==> src/rtl/sevenseg_scan_n.sv <==
// Multiplexed common-anode seven-segment driver with frame-consistent input snapshots,
// per-digit decimal points, blinking, leading-zero blanking and PWM brightness.
module sevenseg_scan_n #(
    parameter int NUM_DIGITS   = 4,
    parameter int REFRESH_W    = 17,
    parameter int DUTY_W       = 3,
    parameter int BLINK_FRAMES = 64
) (
    input  logic                    msclk,
    input  logic                    RST,
    input  logic [4*NUM_DIGITS-1:0] digits,
    input  logic [NUM_DIGITS-1:0]   dp,
    input  logic [NUM_DIGITS-1:0]   blink_mask,
    input  logic                    blank_lz,
    input  logic [DUTY_W-1:0]       bright,
    output logic [7:0]              seg,
    output logic [NUM_DIGITS-1:0]   an,
    output logic                    frame_tick
);

    localparam int PW = $clog2(NUM_DIGITS);
    localparam int BW = (BLINK_FRAMES > 1) ? $clog2(BLINK_FRAMES) : 1;
    localparam logic [PW-1:0] LAST_POS   = PW'(NUM_DIGITS - 1);
    localparam logic [BW-1:0] LAST_BLINK = BW'(BLINK_FRAMES - 1);

    logic [REFRESH_W-1:0]    cnt;
    logic [PW-1:0]           pos;
    logic [BW-1:0]           blink_cnt;
    logic                    blink_phase;
    logic [4*NUM_DIGITS-1:0] digits_sh;
    logic [NUM_DIGITS-1:0]   dp_sh;
    logic [NUM_DIGITS-1:0]   mask_sh;
    logic                    blank_lz_sh;
    logic                    frame_end_d;

    logic                    slot_end;
    logic                    frame_end;
    logic [3:0]              cur_nibble;
    logic [NUM_DIGITS-1:0]   lz;
    logic                    lz_run;
    logic                    lit;
    logic [7:0]              next_seg;
    logic [NUM_DIGITS-1:0]   next_an;

    function automatic logic [6:0] decode(input logic [3:0] nib);
        case (nib)
            4'h0: decode = 7'h40;
            4'h1: decode = 7'h79;
            4'h2: decode = 7'h24;
            4'h3: decode = 7'h30;
            4'h4: decode = 7'h19;
            4'h5: decode = 7'h12;
            4'h6: decode = 7'h02;
            4'h7: decode = 7'h78;
            4'h8: decode = 7'h00;
            4'h9: decode = 7'h10;
            4'hA: decode = 7'h08;
            4'hB: decode = 7'h03;
            4'hC: decode = 7'h46;
            4'hD: decode = 7'h21;
            4'hE: decode = 7'h06;
            default: decode = 7'h0E;
        endcase
    endfunction

    assign slot_end   = &cnt;
    assign frame_end  = slot_end && (pos == LAST_POS);
    assign cur_nibble = digits_sh[{pos, 2'b00} +: 4];

    // A digit is leading-zero blanked when it and every digit to its left are zero.
    always_comb begin
        lz     = '0;
        lz_run = blank_lz_sh;
        for (int i = NUM_DIGITS - 1; i >= 1; i--) begin
            lz_run = lz_run && (digits_sh[4*i +: 4] == 4'h0);
            lz[i]  = lz_run;
        end
    end

    always_comb begin
        next_seg = 8'hFF;
        next_an  = '1;
        lit = (cnt[REFRESH_W-1 -: DUTY_W] <= bright) && !slot_end
              && !(blink_phase && mask_sh[pos]) && (!lz[pos] || dp_sh[pos]);
        if (lit) begin
            next_an  = ~(NUM_DIGITS'(1) << pos);
            next_seg = lz[pos] ? 8'h7F : {~dp_sh[pos], decode(cur_nibble)};
        end
    end

    // frame_tick is delayed twice so it lines up with the first registered output of digit 0.
    always_ff @(posedge msclk) begin
        if (RST) begin
            cnt         <= '0;
            pos         <= '0;
            blink_cnt   <= '0;
            blink_phase <= 1'b0;
            digits_sh   <= '0;
            dp_sh       <= '0;
            mask_sh     <= '0;
            blank_lz_sh <= 1'b0;
            frame_end_d <= 1'b0;
            frame_tick  <= 1'b0;
            seg         <= 8'hFF;
            an          <= '1;
        end else begin
            cnt <= cnt + 1'b1;
            if (slot_end)
                pos <= (pos == LAST_POS) ? '0 : pos + 1'b1;
            if (frame_end) begin
                digits_sh   <= digits;
                dp_sh       <= dp;
                mask_sh     <= blink_mask;
                blank_lz_sh <= blank_lz;
                if (mask_sh == '0) begin
                    blink_cnt   <= '0;
                    blink_phase <= 1'b0;
                end else if (blink_cnt == LAST_BLINK) begin
                    blink_cnt   <= '0;
                    blink_phase <= ~blink_phase;
                end else begin
                    blink_cnt <= blink_cnt + 1'b1;
                end
            end
            frame_end_d <= frame_end;
            frame_tick  <= frame_end_d;
            seg         <= next_seg;
            an          <= next_an;
        end
    end

endmodule

==> config.mk <==
export PLATFORM = sky130hd
export DESIGN_NAME = sevenseg_scan_n
export DESIGN_NICKNAME = d
export VERILOG_FILES = /design/src/rtl/sevenseg_scan_n.sv
export SDC_FILE = /design/constraint.sdc
export NUM_CORES = 1
export LEC_CHECK = 0
export ABC_AREA = 1
export BUFFER_PORTS_ARGS = -buffer_cell sky130_fd_sc_hd__buf_2
export CAP_MARGIN = 30
export CORE_AREA = 3 3 111 113
export CTS_CLUSTER_DIAMETER = 30
export DETAILED_ROUTE_END_ITERATION = 8
export DIE_AREA = 0 0 114 116
export PLACE_DENSITY = 0.51
export SYNTH_ARGS = -nofsm -noshare
export SYNTH_HDL_FRONTEND = slang
export SYNTH_SLANG_ARGS = --single-unit
==> constraint.sdc <==
create_clock -name msclk -period 2 [get_ports msclk]
set_clock_uncertainty 0.05 [all_clocks]
set_input_delay 0.3 -clock msclk [delete_from_list [all_inputs] [get_ports msclk]]
set_output_delay 0.3 -clock msclk [all_outputs]
set_load 0.01 [all_outputs]
======== Word level (Yosys, flattened, before mapping) ========
Memories as Yosys holds them, arrays and structs flattened.
Index checks and enable logic that the tools add are counted.
cells by class
  bitwise logic cells ..................... 4
  shift operators ......................... 2
  reductions and logical operators ........ 21
  order comparisons ....................... 2
  add/subtract/negate cells ............... 3
  equality and inequality tests ........... 2
  mux-type cells .......................... 12
operators by type and width
  cell                     count
  $add A17 B1 Y17 const B  1
  $reduce_and A17 Y1       1
  $logic_not A4 Y1         4
  $shiftx A16 B5 Y4        1
  $mux W6                  2
  $logic_and A1 B1 Y1      8
  $mux W8                  1
  $add A6 B1 Y6 const B    1
  $bmux W1 S2              3
  $eq A6 B6 Y1 const B     1
  $mux W1                  5
  $not A4 Y4               1
  $shl A1 B2 Y4 const A    1
  $le A3 B3 Y1             1
  $logic_not A1 Y1         3
  $lt A2 B3 Y1 const B     1
  $not A1 Y1               3
  $reduce_or A3 Y1         1
  $add A2 B1 Y2 const B    1
  $eq A2 B2 Y1 const B     1
  $mux W2                  1
  $reduce_and A2 Y1        1
  $reduce_bool A2 Y1       1
  $reduce_or A2 Y1         1
  $logic_or A1 B1 Y1       1
word-level totals
  memory bits (read-only) ................. 112
  memories kept ........................... 1
  output and inout port bits .............. 13
  logic and storage cells ................. 60
  bits in registers ....................... 65
memories
  memory            depth  bits a word  rd ports  clocked after memory_dff  wr ports  RTL line  text
  (name not given)  16     7            1         0                         0         46        case (nib)

======== Depth between registers and ports, before layout ========
Gate-level depths: netlist of the first run.
  depth in word-level cells ............... 11
  mapped depth ............................ 16
  depth with buffers taken out ............ 16

======== Worst setup path after synthesis of the first run ========
OpenSTA, ideal clock, no wires.
  kind .................................... register to register
  start ................................... reg cnt[0]
  end ..................................... reg blink_cnt[5]
  setup time .............................. 0.114 ns
  cell stages (with the launch flop) ...... 16
  clock period less this slack ............ 2.132 ns
  arrival ................................. 1.968 ns
  path buffers ............................ 0
  data required time ...................... 1.836 ns
  path slack .............................. -0.132 ns
  path through ............................ dfxtp_1 ha_1 nand2_1 nor2_4 nand2_1 inv_1 nand3_1 nor2_2 nand3_1 nor2_1 ha_1 nand2_2 nor3_2 nand3_1 xor2_1 nor2_1
on the way
  cells in the longest elaborated chain, start to end .. 2
RTL lines
  what                      RTL line  text
  start: declaration        26        logic [REFRESH_W-1:0] cnt;
  start signal: assignment  107       cnt <= cnt + 1'b1;
  $reduce_and A17 Y1        66        assign slot_end = &cnt;
  named net slot_end        36        logic slot_end;
  $logic_and A1 B1 Y1       67        assign frame_end = slot_end && (pos == LAST_POS);
  end signal: assignment    122       blink_cnt <= blink_cnt + 1'b1;
  end: declaration          28        logic [BW-1:0] blink_cnt;
The timed path passes the listed nets, and every way through them passes these cells.
A chain may end at the register's enable or synchronous reset.

======== Final worst setup path of the first run ========
  start ................................... reg cnt[1]
  end ..................................... reg blink_cnt[5]
Same word-level chain as after synthesis.

==> results.ini, run 1 <==
[run_status]
status=finished with violations
violations=negative setup slack

[flow_run]
maxCapViolations=0

[placement]
routabilityCongestion=0.808
dp_hpwl_mm=5.59
dpl_cell_area_um2=3700
portBuffers=42

[floorplanning]
initial_core_util_pct=27.6
die_h_um=116
coreArea_um2=11400
row_count=39
dieArea_um2=13200
chipWidth_um=114
io_pins=43

[timing]
period_share_pct=105
setup_viol=33
drv_slew=0
tightestPinTransition_ps=427
relSlewSlack_pct=71.3
finalHoldViolCount=0
period_needed_ps=2100
holdWs_ps=156
setup_ws_ps=-99.7
max_freq_mhz=476
rsz0062_at_grt=yes

[global_route]
grt_pass1_vias=2613
overflow=0
grt_pass1_wl_mm=12.7
groute.usage.overall_pct=12.2
grt_max_degree=26
antenna_found_initial=0

[detailed_routing]
avgViaCountPerCell=4.38
wl_met3_um=306
totalWireLength_mm=7.54
drtIter0Drc=85
highest_layer=met4
first_pass_iters=4
drc=0
routedWlPerCell_um=11.8
wl_met1_mm=3.87
drtAntennaViolNets=0
vias=2800
met2_length_mm=3.16

[final_layout]
multi_input_area_um2=1710
layout_commonest_cell=nand2_1
area.sequential_um2=1300
layout_common_cells=73 x nand2_1, 63 x dfxtp_1, 56 x nor2_1
final_core_util_pct=36.1
antenna_cells=0
nNetsFinal=539
syn_to_final_growth_pct=30.6
fillers=1239
drive_gt1_share_pct=26.2
fin_area_um2=4120

[setup_path]
path_class=register to register
crit_fanout=5
critPathLaunchType=register
end_kind=register
r2r_cells=15
worstPathRequired_ps=2170
cp.arrival_ps=2270

[synthesis]
synthTopCellsByArea=dfxtp_1 41%, nand2_1 9.0%, nor2_1 6.8%
synth.avg_cell_area_um2=7.35
syn-cell-area_um2=3150
yosys_register_bits=65
yosys_warnings=0
synth_top_area_share_pct=41.3
yosysTopAreaCell=dfxtp_1
synth_cell_types=29
synth_nets=475
ys_seq_area_share_pct=41.3
syn_inst=429

[clocking]
numCtsBuffers=9
cts_buffer_depth=2
cts_sinks=65
clockRootBuffer=clkbuf_16
cts-hold-fix-buffers=0
cts_htree_levels=3
clk_pin_slew_worst_paths_ps=50
insertion_delay_ps=330
cts_tree=yes

[pwr]
power.density_nw_per_um2=731
leakagePower_uw=0.00170
peakVddDrop_uv=305

[hold_path]
hold_depth=3
hold_class=input pin to register

==> where the power goes <==
| part | total (uW) | switching, uW | internal (uW) |
|---|---|---|---|
| Combinational | 128 | 68.6 | 59.0 |
| Sequential | 1320 | 7.31 | 1310 |
| Clock | 1560 | 544 | 1020 |
| Total | 3010 | 620 | 2390 |
==> worst max-delay path, stage by stage, from the launching register on <==
cell	delay, ps
dfxtp_2	350
ha_4	150
nand2_4	50
nor2_4	90
nand2_2	60
inv_2	60
nand3_2	70
nor2_2	130
nand3_1	70
nor2_1	130
ha_2	220
nand2_4	100
nor3_4	140
nand3_1	110
xor2_1	150
nor2_1	50
==> final timing paths <==
path                    start            to  slack (ps)
hold / removal      digits[4]  digits_sh[4]         160
setup / recovery       cnt[1]  blink_cnt[5]        -100
setup reg to reg       cnt[1]  blink_cnt[5]        -100
hold reg to reg   frame_end_d    frame_tick         370
==> kinds of logic (layout without fill, tap and decap cells) <==
| family | Yosys count | after routing | share of synthesized area [%] |
|---|---|---|---|
| AO/OA/AOI/OAI | 71 | 71 | 11.4 |
| XOR/XNOR | 5 | 5 | 1.39 |
| adder cells (fa/ha/maj) | 16 | 16 | 6.35 |
| buffers and inverters | 62 | 130 | 8.57 |
| flip-flops | 65 | 65 | 41.3 |
| AND/OR/NAND/NOR | 210 | 210 | 31.0 |
==> timing repair <==
action                                  in CTS  in global routing
setup buffers                                2                  1
endpoints found under the setup margin      44                 46
gates resized for setup                     16                 23
pin swaps                                   11                 11
==> cells in the mapped netlist <==
cell type	number
nand2_1	76
dfxtp_1	65
nor2_1	57
inv_1	42
nand3_1	41
o21ai_0	37
a21oi_1	32
ha_1	16
nor3_1	10
nand4_1	7
clkbuf_1	6
nand2_2	5
buf_6	4
xor2_1	4
inv_2	3
nand2_4	3
a211oi_1	2
buf_1	2
buf_2	2
inv_4	2
nand3_2	2
nand3_4	2
nor2_2	2
nor2_4	2
clkinv_1	1
nor3_2	1
nor3b_1	1
or2_1	1
xnor2_1	1
==> per-stage QoR <==
stage,power [uW],std cells,setup slack [ps],setup TNS [ps]
3_5_place_dp,1460,622,-123,-3000
6_report,3010,640,-99.7,-1250
2_1_floorplan,1400,429,-28.8,-28.8
5_1_grt,3130,640,-253,-8630
3_3_place_gp,1460,622,-80.6,-582
4_1_cts,3050,639,-82.6,-1740
==> registers in the layout, indices dropped and copies added (netlist names) <==
register	cells
pos	2
an	4
dp_sh	4
frame_tick	1
frame_end_d	1
blink_cnt	6
digits_sh	16
blink_phase	1
cnt	17
seg	8
mask_sh	4
blank_lz_sh	1
==> cell type report <==
| class | count | area share, % |
|---|---|---|
| inverters | 48 | 4.59 |
| well taps | 143 | 4.35 |
| repair buffers | 67 | 10.7 |
| flip-flops and latches | 65 | 31.7 |
| clock buffers | 12 | 6.23 |
| clock inverters | 3 | 0.972 |
| multi-input cells | 302 | 41.5 |
==> metal layers <==
layer  vias to the layer above  GRT usage (%)
li1                       1525              -
met5                         -              0
met3                        15           2.82
met2                        41           17.6
met1                      1219           16.7
met4                         0           7.05
(Power assumes the default switching activity.)
==> run 2: changes to the inputs <==
--- a/config.mk
+++ b/config.mk
@@ -8,11 +8,11 @@
 export ABC_AREA = 1
 export BUFFER_PORTS_ARGS = -buffer_cell sky130_fd_sc_hd__buf_2
 export CAP_MARGIN = 30
-export CORE_AREA = 3 3 111 113
+export CORE_AREA = 3 3 93 95
 export CTS_CLUSTER_DIAMETER = 30
 export DETAILED_ROUTE_END_ITERATION = 8
-export DIE_AREA = 0 0 114 116
-export PLACE_DENSITY = 0.51
+export DIE_AREA = 0 0 96 98
+export PLACE_DENSITY = 0.66
 export SYNTH_ARGS = -nofsm -noshare
 export SYNTH_HDL_FRONTEND = slang
 export SYNTH_SLANG_ARGS = --single-unit
==> run 2 against run 1 <==
  * The flow still finishes with violations (negative setup slack)
  * Power decreased by 21%
  * Register-to-register slack is essentially flat
  * Cell count is 5.8% lower
  * Core utilization rose by 14 points
  * Worst hold slack got worse by 2.7 ps
  * Die area decreased by 29%
  * Worst setup slack improved by 15 ps
  * Critical path type unchanged
==> results.ini, run 2 (synthesis gave the netlist of run 1 again) <==
[run_status]
status=finished with violations
violations=negative setup slack

[timing]
max_freq_mhz=480  ; +0.71%
drv_slew=0  ; unchanged
setup_ws_ps=-84.8  ; +14.8 ps
finalHoldViolCount=0  ; unchanged
rsz0062_at_grt=yes
relSlewSlack_pct=44.7  ; -27 points
period_needed_ps=2080  ; -14.8 ps
holdWs_ps=153  ; -2.74 ps
setup_viol=28  ; -15%
tightestPinTransition_ps=829  ; +402 ps
period_share_pct=104  ; -0.74 points

[clocking]
cts_buffer_depth=2  ; unchanged
clk_pin_slew_worst_paths_ps=60  ; about the same
numCtsBuffers=9  ; unchanged
cts_htree_levels=3  ; unchanged
cts-hold-fix-buffers=0  ; unchanged
cts_tree=yes
insertion_delay_ps=340  ; about the same
cts_sinks=65  ; unchanged
clockRootBuffer=clkbuf_8

[setup_path]
path_class=register to register
critPathLaunchType=register
r2r-start=cnt[1]
worstSetupEndpoint=seg[0]
setup.worst_path.start=cnt[1]
r2r_cells=18  ; +3
end_kind=register
crit_buf_inv=4  ; +3
worstPathRequired_ps=2170  ; about the same
crit_top_cell=nor2_4
max_stage_delay_ps=340  ; about the same
crit_fanout=7  ; +2
critical-path-slowest-cell=dfxtp_2
crit_cells=18  ; +3
reg2reg_to=seg[0]
cp_top_family=simple AND/OR/NAND/NOR gates
crit_chain=ha_4, nand2_4, nor2_4, nand2_2, inv_2, nand3_2, nor2_2, nand3_1, nor2_1, ha_2, buf_4, buf_6, nor2_4, inv_2, a21oi_2, nand2_2, nor2_4, nand3_1
reg2reg_slack_ps=-80  ; about the same
cp.arrival_ps=2260  ; about the same

[detailed_routing]
vias=2850  ; +1.8%
drtAntennaViolNets=0  ; unchanged
drc=0  ; unchanged
drtIter0Drc=88  ; +3.5%
totalWireLength_mm=6.83  ; -9.3%
routedWlPerCell_um=11.3  ; -3.8%
first_pass_iters=4  ; unchanged
avgViaCountPerCell=4.73  ; +8.0%

[final_layout]
fillers=782  ; -37%
layout_common_cells=74 x nand2_1, 63 x dfxtp_1, 56 x nor2_1
layout_commonest_cell=nand2_1
largest-register=cnt
top_regs=cnt: 17 flops, digits_sh: 16 flops, seg: 8 flops
drive_gt1_share_pct=24.2  ; -2.0 points
syn_to_final_growth_pct=23.1
largest_register_ff_count=17  ; unchanged
stdcell_count=603  ; -5.8%
nNetsFinal=543  ; +0.74%
antenna_cells=0  ; unchanged

[placement]
routabilityCongestion=0.831  ; +2.9%
dp_hpwl_mm=5.14  ; -8.2%
dp.cells=582  ; -6.4%
portBuffers=42  ; unchanged

[global_route]
overflow=0  ; unchanged
grt_pass1_vias=2714  ; +3.9%
grt_max_degree=35  ; +35%
antenna_found_initial=0  ; unchanged
grt_pass1_wl_mm=11.9  ; -6.2%
groute.usage.overall_pct=15.9  ; +3.7 points

[floorplanning]
row_count=32  ; -18%
dieArea_um2=9410  ; -29%
initial_core_util_pct=40.4  ; +13 points
chipWidth_um=96  ; -16%
coreArea_um2=7810  ; -32%
io_pins=43  ; unchanged
die_h_um=98  ; -16%

[flow_run]
maxCapViolations=0  ; unchanged

[pwr]
peakVddDrop_uv=291  ; -4.7%
power_uw=2370  ; -21%
power.density_nw_per_um2=610  ; -17%
leakagePower_uw=0.00164  ; -3.7%

[hold_path]
hold_class=input pin to register

[run 2: repair_timing]
action / in CTS / in global routing
setup endpoints to repair: 43 / 46
buffers inserted: 3 / 3
pin swaps: 4 / 6
resized for setup: 3 / 6
[run 2: cell type report]
cell class	count	area, um^2	area share [%]
multi-input cells	302	1650	42.4
flip-flops and latches	65	1300	33.6
repair buffers	71	457	11.8
inverters	48	185	4.77
clock buffers	11	141	3.64
well taps	102	128	3.29
clock inverters	4	20.0	0.516
[run 2: per-stage QoR]
step | util [%] | TNS, ps | instance area, um^2 | setup slack, ps
after detailed placement | 46.7 | -2230 | 3650 | -124
after CTS | 49.2 | -1380 | 3840 | -88.8
final | 49.7 | -1120 | 3880 | -84.8
after global placement | 46.7 | -263 | 3650 | -48.6
after floorplan | - | -28.8 | 3200 | -28.8
after global routing | 49.7 | -9380 | 3880 | -264
[run 2: power by group]
part | leakage, uW | switching [uW] | total (uW) | internal [uW]
clock network | 0.0000887 | 475 | 943 | 468
logic | 0.00102 | 59.2 | 109 | 49.4
registers | 0.000527 | 6.82 | 1320 | 1310
total | 0.00164 | 542 | 2370 | 1830
[run 2: worst min path at each step]
stage | start | to | slack, ps | depth (start not counted)
2_1_floorplan | frame_end_d | frame_tick | 340 | 2
3_3_place_gp | frame_end_d | frame_tick | 350 | 2
3_5_place_dp | frame_end_d | frame_tick | 350 | 2
4_1_cts | dp[3] | dp_sh[3] | 140 | 3
5_1_grt | dp[3] | dp_sh[3] | 170 | 3
6_report | dp[3] | dp_sh[3] | 150 | 3
[run 2: worst register-to-register path: stages, from the launching register on]
cell and delay (ps):
dfxtp_2 340, ha_4 160, nand2_4 60, nor2_4 40, nand2_2 60, inv_2 40
nand3_2 60, nor2_2 40, nand3_1 60, nor2_1 50, ha_2 200, buf_4 130
buf_6 110, nor2_4 70, inv_2 40, a21oi_2 110, nand2_2 80, nor2_4 160
nand3_1 90
[run 2: metal layers]
metal  vias to the layer above  part of all wire (%)  track usage, %
li1                       1529                     -               -
met1                      1253                    51            21.9
met2                        60                    42            23.6
met3                         8                   4.4            3.93
met4                         0                   1.7            6.24
met5                         -                     0               0
==> run 3: changes to the inputs <==
--- a/config.mk
+++ b/config.mk
@@ -12,6 +12,7 @@
 export CTS_CLUSTER_DIAMETER = 30
 export DETAILED_ROUTE_END_ITERATION = 8
 export DIE_AREA = 0 0 96 98
+export MAX_ROUTING_LAYER = met4
 export PLACE_DENSITY = 0.66
 export SYNTH_ARGS = -nofsm -noshare
 export SYNTH_HDL_FRONTEND = slang
==> run 3 against run 2 <==
  * The run still ends with negative setup slack left
  * Clock-buffer cell count did not move
  * Fmax about the same
  * Critical path depth unchanged
  * Worst hold slack worse by 2.9 ps
  * Critical path type unchanged
  * Clock power is essentially flat
  * Sequential share of layout area unchanged
  * Largest cell class unchanged
  * Core utilization is the same
  * Critical endpoint unchanged
  * Highest routed layer unchanged
  * Via count is 0.28% lower
==> results.ini, run 3 (synthesis gave the netlist of run 1 again) <==
[timing]
period_share_pct=104  ; about the same
setup_viol=29  ; +3.6%
fin_setup_tns_ps=-1150  ; -25.8 ps
drv_slew=0  ; unchanged
setup_ws_ps=-84.8  ; +0.0682 ps
period_needed_ps=2080  ; -0.0682 ps
relSlewSlack_pct=43.9  ; -0.76 points
rsz0062_at_grt=yes
finalHoldViolCount=0  ; unchanged
tightestPinTransition_ps=840  ; +11.3 ps
max_freq_mhz=480  ; about the same

[setup_path]
critical-path-slowest-cell=dfxtp_2
end_kind=register
r2r-start=cnt[1]
worstPathRequired_ps=2170  ; about the same
critPathLaunchType=register
reg2reg_to=seg[0]
max_stage_delay_ps=340  ; about the same
path_class=register to register
crit_top_cell=nor2_4
crit_fanout=7  ; unchanged
cp.arrival_ps=2260  ; about the same
crit_chain=ha_4, nand2_4, nor2_4, nand2_2, inv_2, nand3_2, nor2_2, nand3_1, nor2_1, ha_2, buf_4, buf_6, nor2_4, inv_2, a21oi_2, nand2_2, nor2_4, nand3_1
r2r_cells=18  ; unchanged
reg2reg_slack_ps=-80  ; about the same

[clocking]
cts-hold-fix-buffers=0  ; unchanged
cts_htree_levels=3  ; unchanged
clk_pin_slew_worst_paths_ps=60  ; about the same
cts_sinks=65  ; unchanged
cts_buffer_depth=2  ; unchanged
insertion_delay_ps=340  ; about the same
clockRootBuffer=clkbuf_8
numCtsBuffers=9  ; unchanged
cts_tree=yes

[floorplanning]
io_pins=43  ; unchanged
dieArea_um2=9410  ; unchanged
die_h_um=98  ; unchanged
initial_core_util_pct=40.4  ; unchanged
row_count=32  ; unchanged
coreArea_um2=7810  ; unchanged
chipWidth_um=96  ; unchanged

[placement]
routabilityCongestion=0.844  ; +1.5%
portBuffers=42  ; unchanged
dp.cells=582  ; unchanged
dp_hpwl_mm=5.14  ; unchanged
place_ws_ps=-124  ; unchanged

[hold_path]
hold_depth=3  ; unchanged
worstHoldStart=dp[3]
min_delay_worst_endpoint=dp_sh[3]
hold_class=input pin to register

[detailed_routing]
avgViaCountPerCell=4.71  ; -0.28%
drtIter0Drc=98  ; +11%
routedWlPerCell_um=11.3  ; +0.12%
drc=0  ; unchanged
vias=2842  ; -0.28%
drtAntennaViolNets=0  ; unchanged
first_pass_iters=4  ; unchanged
totalWireLength_mm=6.84  ; +0.12%

[final_layout]
top_regs=cnt: 17 flops, digits_sh: 16 flops, seg: 8 flops
antenna_cells=0  ; unchanged
syn_to_final_growth_pct=23.1  ; unchanged
stdcell_count=603  ; unchanged
layout_commonest_cell=nand2_1
final_core_util_pct=49.7  ; unchanged
layout_common_cells=74 x nand2_1, 63 x dfxtp_1, 56 x nor2_1
largest_register_ff_count=17  ; unchanged
drive_gt1_share_pct=24.2  ; unchanged
fillers=782  ; unchanged
nNetsFinal=543  ; unchanged
largest-register=cnt

[pwr]
peakVddDrop_uv=293  ; +0.95%
power.density_nw_per_um2=610  ; about the same
leakagePower_uw=0.00164  ; unchanged
power_uw=2370  ; about the same

[run_status]
status=finished with violations
violations=negative setup slack

[global_route]
antenna_found_initial=0  ; unchanged
top_usage_layer=met2
grt_pass1_vias=2713  ; -0.037%
met2_usage_pct=23.6  ; unchanged
grt_util_met1_pct=21.9  ; unchanged
grt_max_degree=35  ; unchanged
grt_pass1_wl_mm=11.9  ; about the same
overflow=0  ; unchanged
groute.usage.overall_pct=16.3  ; +0.46 points
grtUsageMet3_pct=3.93  ; unchanged

[flow_run]
maxCapViolations=0  ; unchanged

-- run 3: area by class of cell --
class	instances	area, um^2	area share (%)
inverter	48	185	4.77
sequential	65	1300	33.6
timing repair buffer	71	457	11.8
clock buffer	11	141	3.64
tap	102	128	3.29
clock inverter	4	20.0	0.516
multi-input combinational	302	1650	42.4
-- run 3: routing by layer --
metal	share of wire (%)	wire length [um]
met5	0	0
met4	1.8	122
met3	4.5	307
met2	42	2890
met1	52	3530
-- run 3: repair_timing --
action / 4_1_cts / 5_1_grt
gates resized for setup: 3 / 6
buffers inserted: 3 / 3
setup endpoints to repair: 43 / 46
pin swaps: 4 / 6
-- run 3: worst max path at each step --
| stage | start | endpoint | depth (start not counted) |
|---|---|---|---|
| 3_5_place_dp | cnt[1] | blink_cnt[5] | 15 |
| 3_3_place_gp | cnt[1] | blink_cnt[5] | 15 |
| 5_1_grt | cnt[1] | blink_cnt[5] | 15 |
| 6_report | cnt[1] | seg[0] | 18 |
| 4_1_cts | cnt[1] | blink_cnt[5] | 15 |
| 2_1_floorplan | cnt[1] | blink_cnt[5] | 15 |
-- run 3: critical path: cells and delay by family, from the launching register on --
kind | cells | cell delay, ps
DFF | 1 | 340
AOI/OAI and AO/OA | 1 | 110
adders and majority gates | 2 | 360
and+or+nand+nor | 11 | 760
buffers and inverters | 4 | 320
-- run 3: where the power goes --
group          internal (uW)  leakage (uW)  switching [uW]
clock                    468     0.0000887             477
sequential              1310      0.000527            6.82
combinational           49.4       0.00102            59.2
-- run 3: through the flow --
stage	hold WS (ps)	cell area (um^2)
after floorplan	338	3200
after detailed placement	352	3650
after CTS	136	3840
after global placement	352	3650
after global routing	167	3880
final	150	3880
